`src/rtl/piso_pkg.sv`:
```
// Shared types and constants for the parallel-in/serial-out transmitter.
package piso_pkg;

  typedef enum logic [1:0] {IDLE, SHIFT, PARITY} piso_state_e;

  localparam logic DIR_MSB_FIRST = 1'b0;
  localparam logic DIR_LSB_FIRST = 1'b1;

endpackage

```
`src/rtl/piso_bit_cnt.sv`:
```
// Bit counter for one serial frame: cleared when a word is loaded, advanced
// on each consumed bit, and flags the final data bit of the word.
module piso_bit_cnt
  import piso_pkg::*;
#(
  parameter int MSB = 8
) (
  input  logic clk,
  input  logic rst,
  input  logic clr,
  input  logic inc,
  output logic last
);

  localparam int CW = $clog2(MSB + 1);

  logic [CW-1:0] cnt;

  // Count consumed data bits; a load restarts the count from zero.
  always_ff @(posedge clk or negedge rst) begin
    if (!rst) begin
      cnt <= '0;
    end else if (clr) begin
      cnt <= '0;
    end else if (inc) begin
      cnt <= cnt + CW'(1);
    end
  end

  assign last = (cnt == CW'(MSB - 1));

endmodule

```
`src/rtl/piso_serializer.sv`:
```
// Parallel-in/serial-out transmitter. Takes a word on a valid/ready
// handshake and emits it one bit per enabled clock, MSB-first or LSB-first.
// Optional feature macro: PISO_PARITY_EN appends an even-parity bit to each
// frame; without it the frame is data bits only.
module piso_serializer
  import piso_pkg::*;
#(
  parameter int MSB = 8
) (
  input  logic           clk,
  input  logic           rst,
  input  logic           load_valid,
  output logic           load_ready,
  input  logic [MSB-1:0] din,
  input  logic           dir,
  input  logic           en,
  output logic           sout,
  output logic           sout_valid,
  output logic           busy,
  output logic           done
);

  piso_state_e    state_q;
  piso_state_e    state_d;
  logic [MSB-1:0] shreg;
  logic           dir_q;
  logic           last;
  logic           load_fire;
  logic           shift_fire;
  logic           frame_end;
`ifdef PISO_PARITY_EN
  logic           parity_q;
`endif

  assign load_fire  = load_valid && (state_q == IDLE);
  assign shift_fire = en && (state_q == SHIFT);
  assign load_ready = (state_q == IDLE);
  assign busy       = (state_q != IDLE);

  piso_bit_cnt #(
    .MSB (MSB)
  ) u_bit_cnt (
    .clk  (clk),
    .rst  (rst),
    .clr  (load_fire),
    .inc  (shift_fire),
    .last (last)
  );

  // FSM state register.
  always_ff @(posedge clk or negedge rst) begin
    if (!rst) begin
      state_q <= IDLE;
    end else begin
      state_q <= state_d;
    end
  end

  // Next-state logic; frame_end marks the edge that consumes the final frame bit.
  always_comb begin
    state_d   = state_q;
    frame_end = 1'b0;
    case (state_q)
      IDLE: begin
        if (load_valid) begin
          state_d = SHIFT;
        end
      end
      SHIFT: begin
        if (en && last) begin
`ifdef PISO_PARITY_EN
          state_d = PARITY;
`else
          state_d   = IDLE;
          frame_end = 1'b1;
`endif
        end
      end
`ifdef PISO_PARITY_EN
      PARITY: begin
        if (en) begin
          state_d   = IDLE;
          frame_end = 1'b1;
        end
      end
`endif
      default: begin
        state_d = IDLE;
      end
    endcase
  end

  // Serial output selection; the line is forced low outside a frame.
  always_comb begin
    sout       = 1'b0;
    sout_valid = 1'b0;
    case (state_q)
      SHIFT: begin
        sout_valid = 1'b1;
        sout       = (dir_q == DIR_MSB_FIRST) ? shreg[MSB-1] : shreg[0];
      end
`ifdef PISO_PARITY_EN
      PARITY: begin
        sout_valid = 1'b1;
        sout       = parity_q;
      end
`endif
      default: begin
        sout       = 1'b0;
        sout_valid = 1'b0;
      end
    endcase
  end

  // Shift register and captured direction; the word only moves on a consumed bit.
  always_ff @(posedge clk or negedge rst) begin
    if (!rst) begin
      shreg <= '0;
      dir_q <= DIR_MSB_FIRST;
    end else if (load_fire) begin
      shreg <= din;
      dir_q <= dir;
    end else if (shift_fire) begin
      if (dir_q == DIR_LSB_FIRST) begin
        shreg <= {1'b0, shreg[MSB-1:1]};
      end else begin
        shreg <= {shreg[MSB-2:0], 1'b0};
      end
    end
  end

`ifdef PISO_PARITY_EN
  // Even-parity bit of the loaded word, captured alongside the data.
  always_ff @(posedge clk or negedge rst) begin
    if (!rst) begin
      parity_q <= 1'b0;
    end else if (load_fire) begin
      parity_q <= ^din;
    end
  end
`endif

  // One-cycle completion pulse, coincident with the return to IDLE.
  always_ff @(posedge clk or negedge rst) begin
    if (!rst) begin
      done <= 1'b0;
    end else begin
      done <= frame_end;
    end
  end

endmodule
```
`config.mk`:
```
export PLATFORM = sky130hd
export DESIGN_NAME = piso_serializer
export DESIGN_NICKNAME = d
export VERILOG_FILES = /design/src/rtl/piso_pkg.sv /design/src/rtl/piso_bit_cnt.sv /design/src/rtl/piso_serializer.sv
export SDC_FILE = /design/constraint.sdc
export NUM_CORES = 1
export LEC_CHECK = 0
export BUFFER_PORTS_ARGS = -buffer_cell sky130_fd_sc_hd__buf_2
export CAP_MARGIN = 20
export CORE_UTILIZATION = 46
export CTS_CLUSTER_DIAMETER = 120
export DETAILED_ROUTE_END_ITERATION = 8
export PLACE_DENSITY = 0.72
export SLEW_MARGIN = 5
export SYNTH_ARGS = -nofsm -noshare
export SYNTH_HDL_FRONTEND = slang
export SYNTH_SLANG_ARGS = --single-unit
```
`constraint.sdc`:
```
create_clock -name clk -period 1.1 [get_ports clk]
set_input_delay 0.11 -clock clk [delete_from_list [all_inputs] [get_ports clk]]
set_output_delay 0.11 -clock clk [all_outputs]
set_load 0.005 [all_outputs]
```
==> flow_summary.yaml, run 1 <==
outcome:
  status: "finished with violations"
  violations: "DRC, setup timing"
min_path:
  hold_path_class: "in2reg"
pwr:
  power.total_w: 0.00218
  seqPwrFrac: 0.459
  vdd_drop_max_uv: 1300
  p_per_area_nw_per_um2: 2270
  leakage_nw: 0.453
  combPwrFrac: 0.403
  intPower_w: 0.00138
  power_frac_clock: 0.138
  switching_share: 0.367
  p_sw_w: 0.000800
setup_path:
  crit_fanout: 8
  cp_cell_sequence: "buf_6 -> nor2b_1 -> buf_4 -> nand2_2 -> a31oi_1"
  critical_path_class: "reg2reg"
  slowest_stage: "dfrtp_2"
  path_buf_inv: 2
  critPathCaptureType: "register"
  critPathLaunchType: "register"
  critical_path_required_ns: 1.30
  cp.arrival_ns: 1.35
  cpPeakStageDelay_ns: 0.43
  crit_family: "flip-flops"
floorplanning:
  die_h_um: 43.5
  start_util: 0.508
  dieArea_um2: 1890
  core-area_um2: 1560
  dieWidth_um: 43.5
  std_cell_rows: 14
  ios: 18
sta:
  slew_viol_final: 0
  worst_slack_ns: -0.0506
  maxSlewHeadroom: 0.774
  fin_crit_ns: 1.15
  setup_violations: 9
  worstMarginPinSlew_ns: 0.339
  max_freq_mhz: 869
  rsz0062_at_grt: "yes"
  finClkSkew_ns: 0.00305
  period_share: 1.05
  hold_ws_ns: 0.0261
  fin_setup_tns_ns: -0.266
  finalHoldViolations: 0
place:
  dp.final_hpwl_mm: 1.03
  numPortBuffers: 17
  routabilityCongestion: 0.753
clock_network:
  cts_num_sinks: 15
  h-tree-depth: 1
  root_buffer: "clkbuf_4"
  clkLatencyLatePin_ns: 0.28
  clock_path_buffers: 2
  cts.reportedPaths.clkPinSlew_ns: 0.08
  cts_made_buffers: 3
  cts_tree: "yes"
cells_and_area:
  final_layout_size_suffix_gt1_frac: 0.364
  area_growth_pct: 21.5
  design.final.nets: 122
  antenna_cells: 0
  fill_cells: 138
routing:
  drt-initial-drc-count: 16
  ant_nets: 0
  vias: 652
  via_per_inst: 5.30
  remaining_drc_errors: 3
  firstDrtPassIters: 6
  wirelength_mm: 1.54
  wl_per_cell_um: 12.5
run:
  cap_violations: 0
logic_synthesis:
  yosysSeqAreaShare: 0.474
  synth_fp_nets: 98
  postSynthCellCount: 84
  synth_area_per_cell_um2: 9.43
  ys_ff_latch: 15
  yosys_warnings: 0
  ys_types: 22
  synth_area_um2: 792
global_route:
  use_met2: 0.242
  gr-total-overflow: 0
  gr-usage-all-layers: 0.197
  grt_pass1_vias: 564
  grt_use_met1: 0.314
  antenna_found_initial: 0
  grt_max_degree: 20
  grtUsageMet3: 0.0250
  busiest_layer: "met1"
  grt_pass1_wl_mm: 2.64
metal layers:
| metal | vias up | wire [µm] |
|---|---|---|
| li1 | 338 | - |
| met5 | - | 0 |
| met4 | 0 | 30 |
| met1 | 295 | 808 |
| met3 | 4 | 50 |
| met2 | 15 | 654 |
worst paths after layout:
check | from | end | slack (ns) | depth (start not counted)
worst min-delay path | dir | dir_q | 0.03 | 3
worst min register to register | u_bit_cnt.cnt[3] | done | 0.51 | 1
min in group asynchronous | rst | shreg[4] | 0.26 | 2
worst max register to register | state_q[0] | shreg[2] | -0.05 | 5
worst max-delay path | state_q[0] | shreg[2] | -0.05 | 5
max in group asynchronous | rst | dir_q | 0.56 | 2
cells by family (layout without fill, tap and decap cells):
family,count (synthesis),in the layout,synth area share
xor+xnor,1,1,0.0111
mux,1,1,0.0126
compound gates,17,17,0.152
flops,15,15,0.474
simple gates,42,42,0.262
fa+ha+maj,1,1,0.0158
buf+inv,7,30,0.0727
worst reg2reg max path, delay by kind of cell, from the launching register on:
family | cells | cell delay, ns
DFF | 1 | 0.43
buffers and inverters | 2 | 0.31
and+or+nand+nor | 2 | 0.16
AOI/OAI and AO/OA | 1 | 0.17
layout make-up:
class | instances | area, µm² | share of cell area
well taps | 16 | 20.0 | 0.0208
inverters | 1 | 3.75 | 0.00390
multi-input cells | 62 | 379 | 0.394
flip-flops and latches | 15 | 378 | 0.393
repair buffers | 25 | 155 | 0.161
clock buffers | 4 | 26.3 | 0.0273
synthesized netlist by cell type:
cell,number,share of area
ha_1,1,0.016
a31oi_1,8,0.063
buf_6,3,0.043
inv_1,1,0.0047
nand3_1,5,0.032
nand2b_4,1,0.017
buf_2,1,0.0063
nor3_1,1,0.0063
nor2_1,6,0.028
o31ai_2,1,0.016
dfrtp_1,15,0.47
o211ai_1,1,0.0095
nand2_4,1,0.014
a211oi_1,6,0.057
nand2_1,19,0.090
buf_4,2,0.019
nand4b_1,1,0.011
mux2i_1,1,0.013
nor2b_1,7,0.055
nand4_1,1,0.0079
xor2_1,1,0.011
o21ai_0,1,0.0063
flip-flops by register name, indices dropped and copies added (netlist names):
name and cells:
shreg 8, u_bit_cnt.cnt 4, dir_q 1, done 1
state_q 1
placed cells by master, fill, tap and decap left out, drive strengths merged:
cell type	netlist	final
inv	1	1
nor2	6	6
o21ai	1	1
dlygate4sd3	0	1
o211ai	1	1
xor2	1	1
a211oi	6	6
ha	1	1
buf	6	24
mux2i	1	1
o31ai	1	1
nand2	20	20
clkbuf	0	4
nand4b	1	1
nor2b	7	7
nand2b	1	1
nor3	1	1
nand3	5	5
dfrtp	15	15
nand4	1	1
a31oi	8	8
power groups by stage:
stage / Sequential (W) / Combinational, W / Clock (W)
6_report: 0.00100 / 0.000880 / 0.000301
5_1_grt: 0.00104 / 0.00100 / 0.000339
4_1_cts: 0.000995 / 0.000872 / 0.000314
3_5_place_dp: 0.00106 / 0.000728 / 0
3_3_place_gp: 0.00105 / 0.000714 / 0
2_1_floorplan: 0.000955 / 0.000655 / 0
per-stage QoR:
stage / area [µm²] / cells / setup slack, ns / utilization
2_1_floorplan: 792 / 84 / -0.0199 / -
3_3_place_gp: 866 / 114 / 0.0233 / 0.555
3_5_place_dp: 866 / 114 / -0.0241 / 0.555
4_1_cts: 947 / 123 / -0.0481 / 0.608
5_1_grt: 962 / 123 / -0.111 / 0.617
6_report: 962 / 123 / -0.0506 / 0.617
repair_timing:
| item | 4_1_cts | 5_1_grt |
|---|---|---|
| hold endpoints to repair | 15 | 0 |
| hold buffers | 1 | 0 |
| endpoints found under the setup margin | 9 | 17 |
| pin swaps | 12 | 10 |
| gates resized for setup | 7 | 5 |
| setup buffers | 4 | 0 |
No activity file was read; power rests on OpenSTA's default activity.
==> inputs of run 2 (changes only) <==
- CORE_UTILIZATION: 46 -> 40
- PLACE_DENSITY: 0.72 -> unset
==> run 2 against run 1 <==
Against the previous run:
- the run ends with setup timing left
- power rose by 3.6%
- global-route usage down 1.1 points
- setup slack worse by 0.071 ns
==> flow_summary.yaml, run 2 (synthesis results as in run 1) <==
floorplanning:
  ios: 18
  start_util: 0.444
  die_h_um: 46.5
  core-area_um2: 1780
  dieArea_um2: 2160
  std_cell_rows: 15
  dieWidth_um: 46.5
sta:
  finClkSkew_ns: 0.0105
  fin_crit_ns: 1.22
  worst_slack_ns: -0.121
  rsz0062_at_grt: "yes"
  slew_viol_final: 0
  fin_setup_tns_ns: -0.409
  period_share: 1.11
  max_freq_mhz: 819
  maxSlewHeadroom: 0.771
  worstMarginPinSlew_ns: 0.343
  setup_violations: 10
  finalHoldViolations: 0
routing:
  wl_per_cell_um: 13.5
  ant_nets: 0
  vias: 691
  remaining_drc_errors: 0
  firstDrtPassIters: 4
  via_per_inst: 5.23
  wirelength_mm: 1.78
  drt-initial-drc-count: 14
setup_path:
  slowest_stage: "dfrtp_2"
  r2r_slack_ns: -0.12
  cp.arrival_ns: 1.37
  cp_cell_sequence: "buf_6 -> nand2_4 -> a211oi_1 -> a31oi_2"
  critPathCaptureType: "register"
  critPathLaunchType: "register"
  r2r_end: "shreg[6]"
  crit_fanout: 19
  critical_path_class: "reg2reg"
  critical_path_required_ns: 1.25
  cpPeakStageDelay_ns: 0.40
  r2r_start: "state_q[0]"
  rr_worst_depth: 4
clock_network:
  clkLatencyLatePin_ns: 0.29
  clock_path_buffers: 2
  cts.reportedPaths.clkPinSlew_ns: 0.10
  cts_tree: "yes"
  root_buffer: "clkbuf_4"
  h-tree-depth: 1
  cts_num_sinks: 15
  cts_made_buffers: 3
global_route:
  grt_pass1_wl_mm: 2.68
  antenna_found_initial: 0
  grt_pass1_vias: 544
  gr-total-overflow: 0
  grt_max_degree: 20
  gr-usage-all-layers: 0.186
outcome:
  violations: "setup timing"
  status: "finished with violations"
place:
  numPortBuffers: 17
  post_dp_cell_area_um2: 870
  dp.final_hpwl_mm: 1.02
  routabilityCongestion: 0.703
  dp_cells: 122
pwr:
  p_per_area_nw_per_um2: 2280
  vdd_drop_max_uv: 1090
  leakage_nw: 0.453
min_path:
  min_path_cells: 3
  hold_path_class: "in2reg"
  worstHoldStart: "dir"
  worstHoldEndpoint: "dir_q"
run:
  cap_violations: 0
cells_and_area:
  finalInstanceArea_um2: 991
  regMostFlops: "shreg"
  final_layout_size_suffix_gt1_frac: 0.402
  area_growth_pct: 25.1
  final_core_util: 0.556
  largest_registers: "shreg (8), u_bit_cnt.cnt (4)"
  final_common_cell: "buf_2"
  antenna_cells: 0
  design.final.nets: 122
  mostFrequentLayoutCells: "17 x buf_2, 13 x nand2_1, 13 x dfrtp_1"
  largest_reg_flops: 8
  final-instance-count-excl-fill: 132
==> run 2: cell types whose count changed in the layout (fill, tap and decap cells not counted) <==
cell | previous run | this run
nand2b_2 | 0 | 1
nand3_2 | 1 | 0
a31oi_2 | 0 | 1
nand2_2 | 4 | 6
a211oi_1 | 6 | 4
nand2_1 | 15 | 13
buf_4 | 5 | 4
a31oi_1 | 8 | 7
a211oi_2 | 0 | 2
o21ai_0 | 0 | 1
o21ai_1 | 1 | 0
nand3_1 | 4 | 5
==> run 2: metal layers <==
layer,GRT usage,vias to the layer above,share of wire
met5,0,-,0
met4,0.0882,0,0.019
met3,0.0588,4,0.035
met2,0.225,17,0.44
met1,0.286,329,0.50
li1,-,341,-
==> run 2: worst max-delay path: cells and delay by family (launching register included) <==
kind,cells,cell delay (ns)
flip-flops,1,0.40
buffers and inverters,1,0.13
AND/OR/NAND/NOR,1,0.14
AO/OA/AOI/OAI,2,0.42
==> run 2: power by group <==
group | internal, W | switching (W) | total [W]
clock | 0.000141 | 0.000178 | 0.000319
combinational | 0.000452 | 0.000480 | 0.000932
sequential | 0.000797 | 0.000213 | 0.00101
total | 0.00139 | 0.000871 | 0.00226
==> run 2: final cells by class <==
| class | count | area (µm²) |
|---|---|---|
| timing repair buffer | 24 | 148 |
| multi-input combinational | 63 | 404 |
| clock buffer | 4 | 26.3 |
| inverter | 1 | 3.75 |
| sequential | 15 | 378 |
| tap | 25 | 31.3 |
| fill | 167 | 792 |
==> run 2: how the worst max path moves through the flow <==
stage / end / cells past startpoint / slack (ns) / from
2_1_floorplan: u_bit_cnt.cnt[3] / 5 / -0.02 / state_q[0]
3_3_place_gp: sout / 3 / 0.008 / dir_q
3_5_place_dp: sout / 3 / -0.02 / dir_q
4_1_cts: sout / 3 / -0.05 / dir_q
5_1_grt: shreg[6] / 4 / -0.18 / state_q[0]
6_report: shreg[6] / 4 / -0.12 / state_q[0]
==> run 2: stage by stage <==
stage / power [W] / setup WS, ns / hold WS [ns]
final: 0.00226 / -0.121 / 0.00991
after global routing: 0.00244 / -0.178 / 0.0267
after CTS: 0.00218 / -0.0530 / 0.00820
after detailed placement: 0.00177 / -0.0160 / 0.0359
after global placement: 0.00176 / 0.00788 / 0.0381
after floorplan: 0.00161 / -0.0199 / -0.186
==> run 2: what timing repair did <==
item / in CTS / in global routing
gates resized for setup: 5 / 10
gates cloned: 1 / 0
pin swaps: 5 / 10
hold buffers: 1 / 0
endpoints found under the setup margin: 7 / 17
setup buffers: 4 / 0
hold endpoints to repair: 15 / 0
==> inputs of run 3 (changes only) <==
- CELL_PAD_IN_SITES_DETAIL_PLACEMENT: unset -> 1
- CELL_PAD_IN_SITES_GLOBAL_PLACEMENT: unset -> 1
- PLACE_DENSITY_LB_ADDON: unset -> 0.1
- SLEW_MARGIN: 5 -> 20
- clock period: 1.1 -> 1.5 ns (I/O delays scaled with it)
==> run 3 against run 2 <==
Against the previous run:
- the flow now finishes without violations
- die area stayed put
- wire length is 4.4% lower
- register-to-register slack better by 0.35 ns
- cell count is 4.5% lower
- setup slack better by 0.28 ns
- clock skew is 0.0076 ns lower
- combinational power is 44% lower
- via count is 3.9% lower
- clock-buffer cell count is 1 lower
- largest cell class is now sequential cells
- largest power group unchanged
==> flow_summary.yaml, run 3 (synthesis results as in run 1) <==
outcome:
  status: "finished clean"
place:
  dp.final_hpwl_mm: 1.20
  numPortBuffers: 17
  dp_cells: 121
  routabilityCongestion: 0.687
cells_and_area:
  largest_registers: "shreg (8), u_bit_cnt.cnt (4)"
  regMostFlops: "shreg"
  mostFrequentLayoutCells: "19 x nand2_1, 17 x buf_2, 14 x dfrtp_1"
  design.final.nets: 116
  final-instance-count-excl-fill: 126
  antenna_cells: 0
  area_growth_pct: 13.7
  largest_reg_flops: 8
  final_layout_size_suffix_gt1_frac: 0.257
  final_common_cell: "nand2_1"
  final_core_util: 0.505
sta:
  slew_viol_final: 0
  fin_setup_tns_ns: 0
  finClkSkew_ns: 0.00290
  maxSlewHeadroom: 0.757
  worstMarginPinSlew_ns: 0.365
  max_freq_mhz: 746
  finalHoldViolations: 0
  rsz0062_at_grt: "no"
  setup_violations: 0
  period_share: 0.894
  fin_crit_ns: 1.34
clock_network:
  cts_num_sinks: 15
  clkLatencyLatePin_ns: 0.28
  root_buffer: "clkbuf_4"
  cts_setup_buffers: 0
  cts_made_buffers: 3
  cts.reportedPaths.clkPinSlew_ns: 0.09
  h-tree-depth: 1
  clock_path_buffers: 2
  cts_tree: "yes"
global_route:
  grt_max_degree: 20
  gr-usage-all-layers: 0.189
  antenna_found_initial: 0
  gr-total-overflow: 0
  grt_pass1_wl_mm: 2.81
  grt_pass1_vias: 651
setup_path:
  r2r_start: "state_q[0]"
  critPathLaunchType: "register"
  r2r_slack_ns: 0.23
  critPathCaptureType: "primary output"
  cp.arrival_ns: 1.19
  crit_fanout: 16
  startpoint: "dir_q"
  critical_path_required_ns: 1.35
  critical_path_class: "reg2out"
routing:
  wl_per_cell_um: 13.5
  firstDrtPassIters: 2
  wirelength_mm: 1.70
  remaining_drc_errors: 0
  met2_length_um: 792
  routed-wl-met3_um: 59
  vias: 664
  wl_met1_um: 833
  ant_nets: 0
  drt-initial-drc-count: 2
  via_per_inst: 5.27
  top_layer_used: "met4"
floorplanning:
  start_util: 0.444
  ios: 18
  core-area_um2: 1780
  die_h_um: 46.5
  std_cell_rows: 15
  dieArea_um2: 2160
  dieWidth_um: 46.5
pwr:
  leakage_nw: 0.422
  p_per_area_nw_per_um2: 1700
  vdd_drop_max_uv: 996
min_path:
  worstHoldStart: "dir"
  hold_path_class: "in2reg"
run:
  cap_violations: 0
run 3: cell count changes in the layout (fill, tap and decap cells not counted), sizes merged:
| cell | change |
|---|---|
| buf | -5 |
| clkinv | +1 |
| clkbuf | -1 |
| nand2b | -1 |
run 3: power breakdown:
group | internal (W) | switching, W
registers | 0.000583 | 0.000198
logic | 0.000267 | 0.000252
clock network | 0.0000989 | 0.000134
total | 0.000948 | 0.000584
run 3: final timing paths:
kind	to	cells after the start
worst max-delay path	sout	3
worst min-delay path	dir_q	3
worst max register to register	shreg[6]	3
worst min register to register	done	1
max in group asynchronous	dir_q	2
min in group asynchronous	shreg[3]	2
run 3: layout make-up:
cell class,count,area (µm²)
fillers,220,882
flip-flops and latches,15,377
multi-input cells,62,359
repair buffers,19,103
well taps,25,31.3
clock buffers,3,22.5
clock inverters,1,5.00
inverters,1,3.75
run 3: timing repair:
| item | in CTS | in global routing |
|---|---|---|
| resized for setup | 0 | 1 |
| hold buffers | 1 | 0 |
| endpoints found under the hold margin | 15 | 0 |
| endpoints found under the setup margin | 0 | 1 |
run 3: worst max-delay path, cell delays in order (launching register included):
cell and delay (ns):
dfrtp_2 0.53, mux2i_1 0.21, nor2_1 0.05, buf_2 0.12
run 3: layer usage:
metal	track usage	vias to the layer above
li1	-	326
met1	0.252	322
met2	0.289	14
met3	0.0353	2
met4	0.0882	0
met5	0	-
run 3: through the flow:
stage	setup slack (ns)	instance area (µm²)	hold WS [ns]	total power (W)
2_1_floorplan	0.380	792	-0.146	0.00118
3_3_place_gp	0.296	862	0.0782	0.00129
3_5_place_dp	0.260	862	0.0800	0.00131
5_1_grt	0.0644	901	0.0688	0.00167
4_1_cts	0.0142	900	0.0500	0.00155
6_report	0.160	901	0.0518	0.00153
